File: src/rtl/step_phase_monitor.sv
// Receive-side checker for a 4-phase one-hot stepper bus: decodes steps,
// tracks signed position, measures step rate and flags illegal/skipped phases.
module step_phase_monitor #(
    parameter int CLK_HZ      = 12000000,
    parameter int GATE_CYCLES = 12000000,
    parameter int FILT        = 4,
    parameter int POS_W       = 16,
    parameter int RATE_W      = 16
) (
    input  logic              clk,
    input  logic              rst_n,
    input  logic [3:0]        phase,
    input  logic              clr_pos,
    input  logic              clr_fault,
    output logic              step_pulse,
    output logic              dir,
    output logic [POS_W-1:0]  position,
    output logic [RATE_W-1:0] rate,
    output logic              rate_valid,
    output logic [1:0]        fault
);

    localparam int GW = (GATE_CYCLES > 2) ? $clog2(GATE_CYCLES) : 1;
    localparam int FW = $clog2(FILT + 1);

    localparam logic [FW-1:0] FILT_M1  = FW'(FILT - 1);
    localparam logic [FW-1:0] FILT_MAX = FW'(FILT);
    localparam logic [GW-1:0] GATE_END = GW'(GATE_CYCLES - 1);

    localparam logic [0:0] S_NOREF = 1'b0;
    localparam logic [0:0] S_TRACK = 1'b1;

    generate
        if (GATE_CYCLES < 2 || FILT < 1 || CLK_HZ < 1) begin : g_param_err
            $error("step_phase_monitor: invalid parameters");
        end
    endgenerate

    logic [3:0]        r_s1;
    logic [3:0]        r_s2;
    logic [3:0]        r_cand;
    logic [FW-1:0]     r_fcnt;
    logic [0:0]        r_state;
    logic [1:0]        r_idx;
    logic              r_step;
    logic              r_dir;
    logic [POS_W-1:0]  r_pos;
    logic [1:0]        r_fault;
    logic [GW-1:0]     r_gate;
    logic [RATE_W-1:0] r_scnt;
    logic [RATE_W-1:0] r_rate;
    logic              r_rate_vld;

    logic              w_acc;
    logic              w_legal;
    logic [1:0]        w_idx;
    logic [1:0]        w_diff;
    logic              w_track;
    logic              w_fwd;
    logic              w_rev;
    logic              w_skip;
    logic              w_gate_end;
    logic [RATE_W-1:0] w_scnt_nxt;

    always_ff @(posedge clk or negedge rst_n) begin
        if (!rst_n) begin
            r_s1 <= 4'b0000;
            r_s2 <= 4'b0000;
        end else begin
            r_s1 <= phase;
            r_s2 <= r_s1;
        end
    end

    // Counter saturates at FILT so a settled pattern fires w_acc only once.
    always_ff @(posedge clk or negedge rst_n) begin
        if (!rst_n) begin
            r_cand <= 4'b0000;
            r_fcnt <= '0;
        end else begin
            r_cand <= r_s2;
            if (r_s2 != r_cand) begin
                r_fcnt <= '0;
            end else if (r_fcnt != FILT_MAX) begin
                r_fcnt <= r_fcnt + 1'b1;
            end
        end
    end

    assign w_acc = (r_s2 == r_cand) && (r_fcnt == FILT_M1);

    always_comb begin
        w_legal = 1'b1;
        w_idx   = 2'd0;
        case (r_cand)
            4'b1000: w_idx = 2'd0;
            4'b0100: w_idx = 2'd1;
            4'b0010: w_idx = 2'd2;
            4'b0001: w_idx = 2'd3;
            default: w_legal = 1'b0;
        endcase
    end

    assign w_diff  = w_idx - r_idx;
    assign w_track = w_acc && w_legal && (r_state == S_TRACK);
    assign w_fwd   = w_track && (w_diff == 2'd1);
    assign w_rev   = w_track && (w_diff == 2'd3);
    assign w_skip  = w_track && (w_diff == 2'd2);

    always_ff @(posedge clk or negedge rst_n) begin
        if (!rst_n) begin
            r_state <= S_NOREF;
            r_idx   <= 2'd0;
        end else if (w_acc) begin
            if (w_legal) begin
                r_state <= S_TRACK;
                r_idx   <= w_idx;
            end else begin
                r_state <= S_NOREF;
            end
        end
    end

    always_ff @(posedge clk or negedge rst_n) begin
        if (!rst_n) begin
            r_step  <= 1'b0;
            r_dir   <= 1'b0;
            r_pos   <= '0;
            r_fault <= 2'b00;
        end else begin
            r_step <= w_fwd | w_rev;
            if (w_fwd | w_rev) begin
                r_dir <= w_rev;
            end
            if (clr_pos) begin
                r_pos <= '0;
            end else if (w_fwd) begin
                r_pos <= r_pos + 1'b1;
            end else if (w_rev) begin
                r_pos <= r_pos - 1'b1;
            end
            r_fault <= (clr_fault ? 2'b00 : r_fault)
                     | {w_skip, w_acc & ~w_legal};
        end
    end

    assign w_gate_end = (r_gate == GATE_END);
    assign w_scnt_nxt = (r_step && (r_scnt != '1)) ? r_scnt + 1'b1 : r_scnt;

    always_ff @(posedge clk or negedge rst_n) begin
        if (!rst_n) begin
            r_gate     <= '0;
            r_scnt     <= '0;
            r_rate     <= '0;
            r_rate_vld <= 1'b0;
        end else begin
            r_rate_vld <= w_gate_end;
            if (w_gate_end) begin
                r_gate <= '0;
                r_rate <= w_scnt_nxt;
                r_scnt <= '0;
            end else begin
                r_gate <= r_gate + 1'b1;
                r_scnt <= w_scnt_nxt;
            end
        end
    end

    assign step_pulse = r_step;
    assign dir        = r_dir;
    assign position   = r_pos;
    assign rate       = r_rate;
    assign rate_valid = r_rate_vld;
    assign fault      = r_fault;

endmodule

File: config.mk
export PLATFORM = sky130hd
export DESIGN_NAME = step_phase_monitor
export DESIGN_NICKNAME = d
export VERILOG_FILES = /design/src/rtl/step_phase_monitor.sv
export SDC_FILE = /design/constraint.sdc
export NUM_CORES = 1
export LEC_CHECK = 0
export ABC_AREA = 1
export CAP_MARGIN = 20
export CORE_MARGIN = 1
export CORE_UTILIZATION = 35
export CTS_BUF_LIST = sky130_fd_sc_hd__clkbuf_16
export DETAILED_ROUTE_END_ITERATION = 8
export PLACE_DENSITY_LB_ADDON = 0.3
export SYNTH_ARGS = -nofsm -noshare
export SYNTH_HDL_FRONTEND = slang
export SYNTH_SLANG_ARGS = --single-unit
File: constraint.sdc
create_clock -name clk -period 9.95 [get_ports clk]
set_input_delay 1.4925 -clock clk [delete_from_list [all_inputs] [get_ports clk]]
set_output_delay 1.4925 -clock clk [all_outputs]
set_load 0.01 [all_outputs]
==> impl_metrics.py <==
metrics = {
    "status": {
        "outcome": "finished with violations",
        "violations": "design-rule violations",
    },
    "placement": {
        "dp_hpwl_um": 8480,
        "io_buffers": 44,
        "gp_congestion": 0.872,
    },
    "global_routing": {
        "globalRouteMet3Util": 0.0361,
        "grt_use_met2": 0.265,
        "grt_max_degree": 52,
        "gr-usage-met1": 0.193,
        "top_usage_layer": "met2",
        "grt-ovfl-total": 0,
        "grt_pass1_vias": 4270,
        "antenna_found_initial": 0,
        "grt_pass1_wl_um": 19900,
        "grt_usage": 0.157,
    },
    "detailed_routing": {
        "drt_iter0_drc": 212,
        "ant_nets": 0,
        "wirelength_um": 11500,
        "drcViolationCount": 6,
        "avgViaCountPerCell": 4.84,
        "wire_per_inst_um": 12.8,
        "firstDrtPassIters": 6,
        "vias": 4337,
    },
    "sta": {
        "period_share": 0.399,
        "final_hold_viol_count": 0,
        "worst_pin_slew_ns": 0.901,
        "slew_viol_final": 0,
        "fin_skew_ns": 0.00718,
        "layout_min_cycle_time_ns": 3.97,
        "setup_viol": 0,
        "fmax_mhz": 252,
        "maxSlewHeadroom": 0.398,
        "rsz0062_at_grt": "no",
        "setup_tns_ns": 0,
    },
    "clock_network": {
        "cts_buffers": 9,
        "ctsHoldBuffers": 0,
        "cts_setup_buffers": 0,
        "clockBufferDepth": 2,
        "cts.sink_count": 95,
        "htree_levels": 3,
        "cts_resized": 0,
        "cts.reportedPaths.clkPinSlew_ns": 0.06,
        "tritoncts": "yes",
        "cts_root_buffer": "clkbuf_16",
        "clk_latency_ns": 0.35,
    },
    "finish": {
        "regArea_sq_um": 2380,
        "nets": 739,
        "layout_commonest_cell": "nand2_1",
        "filler_cell_count": 1488,
        "final_core_util": 0.426,
        "drive_above_1_share": 0.0799,
        "multi_input_area_sq_um": 2560,
        "area_growth_pct": 17.5,
        "mostFrequentLayoutCells": "nand2_1 (167), dfrtp_1 (95), inv_1 (84)",
        "antenna_cells": 0,
    },
    "synth": {
        "yosys_warnings": 0,
        "syn_avg_cell_area_sq_um": 8.10,
        "ys_seq_area_frac": 0.444,
        "synth_nets": 692,
        "synthFlopType": "dfrtp_1",
        "synth_cells": 661,
        "netlist_area_sq_um": 5350,
        "async_flop_share": 1.00,
        "synth_edf_count": 0,
        "synthDistinctLibCells": 39,
        "synth-seq-cells": 95,
    },
    "setup_path": {
        "crit_path_end_kind": "flip-flop",
        "startpoint_type": "flip-flop",
        "worstPathArrival_ns": 4.20,
        "required_ns": 10.19,
        "r2r_cells": 21,
        "crit_path_max_fanout": 20,
        "crit_type": "flip-flop to flip-flop",
    },
    "power": {
        "static-leakage-power_nw": 3.21,
        "powerDensity_nw_per_um2": 124,
        "peakVddDrop_mv": 0.0782,
    },
    "min_path": {
        "min_path_type": "flip-flop to flip-flop",
        "hold_path_depth": 0,
    },
    "floorplan": {
        "start_util": 0.363,
        "rows": 44,
        "core_sq_um": 14800,
        "die_h_um": 126,
        "die_width_um": 126,
        "ios": 45,
        "dieArea_sq_um": 15800,
    },
    "job": {
        "drv_cap": 0,
    },
}
## logic make-up after synthesis
kind of cell	count (synthesis)	synth area share
simple gates	319	0.269
buf+inv	103	0.0769
flops	95	0.444
compound gates	86	0.0975
xor+xnor	35	0.0573
fa+ha+maj	23	0.0552
## cell type report
| cell class | count | share of cell area |
|---|---|---|
| timing repair buffer | 46 | 0.0720 |
| clock inverter | 7 | 0.0141 |
| inverter | 93 | 0.0557 |
| tap | 184 | 0.0366 |
| sequential | 95 | 0.378 |
| multi-input combinational | 463 | 0.408 |
| clock buffer | 9 | 0.0358 |
## final timing paths
kind,start,to,slack [ns]
max,r_cand[1]$_DFF_PN0_,position[14]$_DFFE_PN0P_,5.98
min,r_s1[3]$_DFF_PN0_,r_s2[3]$_DFF_PN0_,0.35
max reg2reg,r_cand[1]$_DFF_PN0_,position[14]$_DFFE_PN0P_,5.98
min reg2reg,r_s1[3]$_DFF_PN0_,r_s2[3]$_DFF_PN0_,0.35
max in group asynchronous,rst_n,position[5]$_DFFE_PN0P_,7.75
min in group asynchronous,rst_n,r_gate[3]$_DFF_PN0_,1.14
## layer usage
layer	wire length, um	share of wire	vias up
li1	-	-	2227
met3	362	0.031	19
met5	0	0	-
met2	5480	0.48	64
met1	5420	0.47	2027
met4	235	0.020	0
## cell usage after synthesis (4+ instances only)
library cell  instances  area (sq um)
buf_2                 4          20.0
o21ai_0              15          75.1
nor3_1               12          60.1
nand2_2               4          25.0
xor2_1               27           236
nand3_1              43           215
nand4_1              21           131
o21a_1                8          60.1
ha_1                 22           275
xnor2_1               8          70.1
o21ai_2              11          96.3
inv_2                 9          33.8
a21oi_1              33           165
inv_1                83           312
o21bai_1              6          45.0
nand2_1             167           627
nor2_1               52           195
o21ai_1               6          30.0
dfrtp_1              95          2380
## registers in the layout, summed over array words and instances (netlist names), 2 cells and up
| register | count |
|---|---|
| fault | 2 |
| r_scnt | 16 |
| r_s1 | 4 |
| r_idx | 2 |
| r_cand | 4 |
| r_gate | 24 |
| r_fcnt | 3 |
| position | 16 |
| r_s2 | 4 |
| rate | 16 |
## worst max-delay path, stage by stage, from the launching register on
cell and delay (ns):
dfrtp_1 0.41, inv_2 0.09, nand2_1 0.08, nor3_1 0.15, a31oi_1 0.08, ha_1 0.21
inv_1 0.05, nand2_1 0.04, nand2_1 0.07, inv_1 0.04, nand2_1 0.05, nand2_1 0.07
nor2_1 0.16, nand3_1 0.69, ha_1 0.66, nand2_1 0.08, o21bai_1 0.35, nand2_1 0.10
nand2_1 0.11, nand3_1 0.10, a21oi_1 0.17, o21ai_1 0.08
## where the power goes
group | internal [mW] | switching [mW] | total [mW]
registers | 0.389 | 0.00213 | 0.391
logic | 0.00584 | 0.0145 | 0.0203
clock network | 0.218 | 0.149 | 0.367
total | 0.613 | 0.165 | 0.779
## through the flow
stage / std cells / power, mW / hold WS, ns / setup WS, ns / area, sq um
floorplan: 661 / 0.406 / 0.331 / 6.67 / 5350
global placement: 881 / 0.419 / 0.332 / 6.26 / 5980
detailed placement: 881 / 0.420 / 0.335 / 6.01 / 5980
CTS: 897 / 0.791 / 0.349 / 6.00 / 6290
global route: 897 / 0.808 / 0.353 / 5.67 / 6290
finish: 897 / 0.779 / 0.350 / 5.98 / 6290
Power figures use the tool's default switching activity.
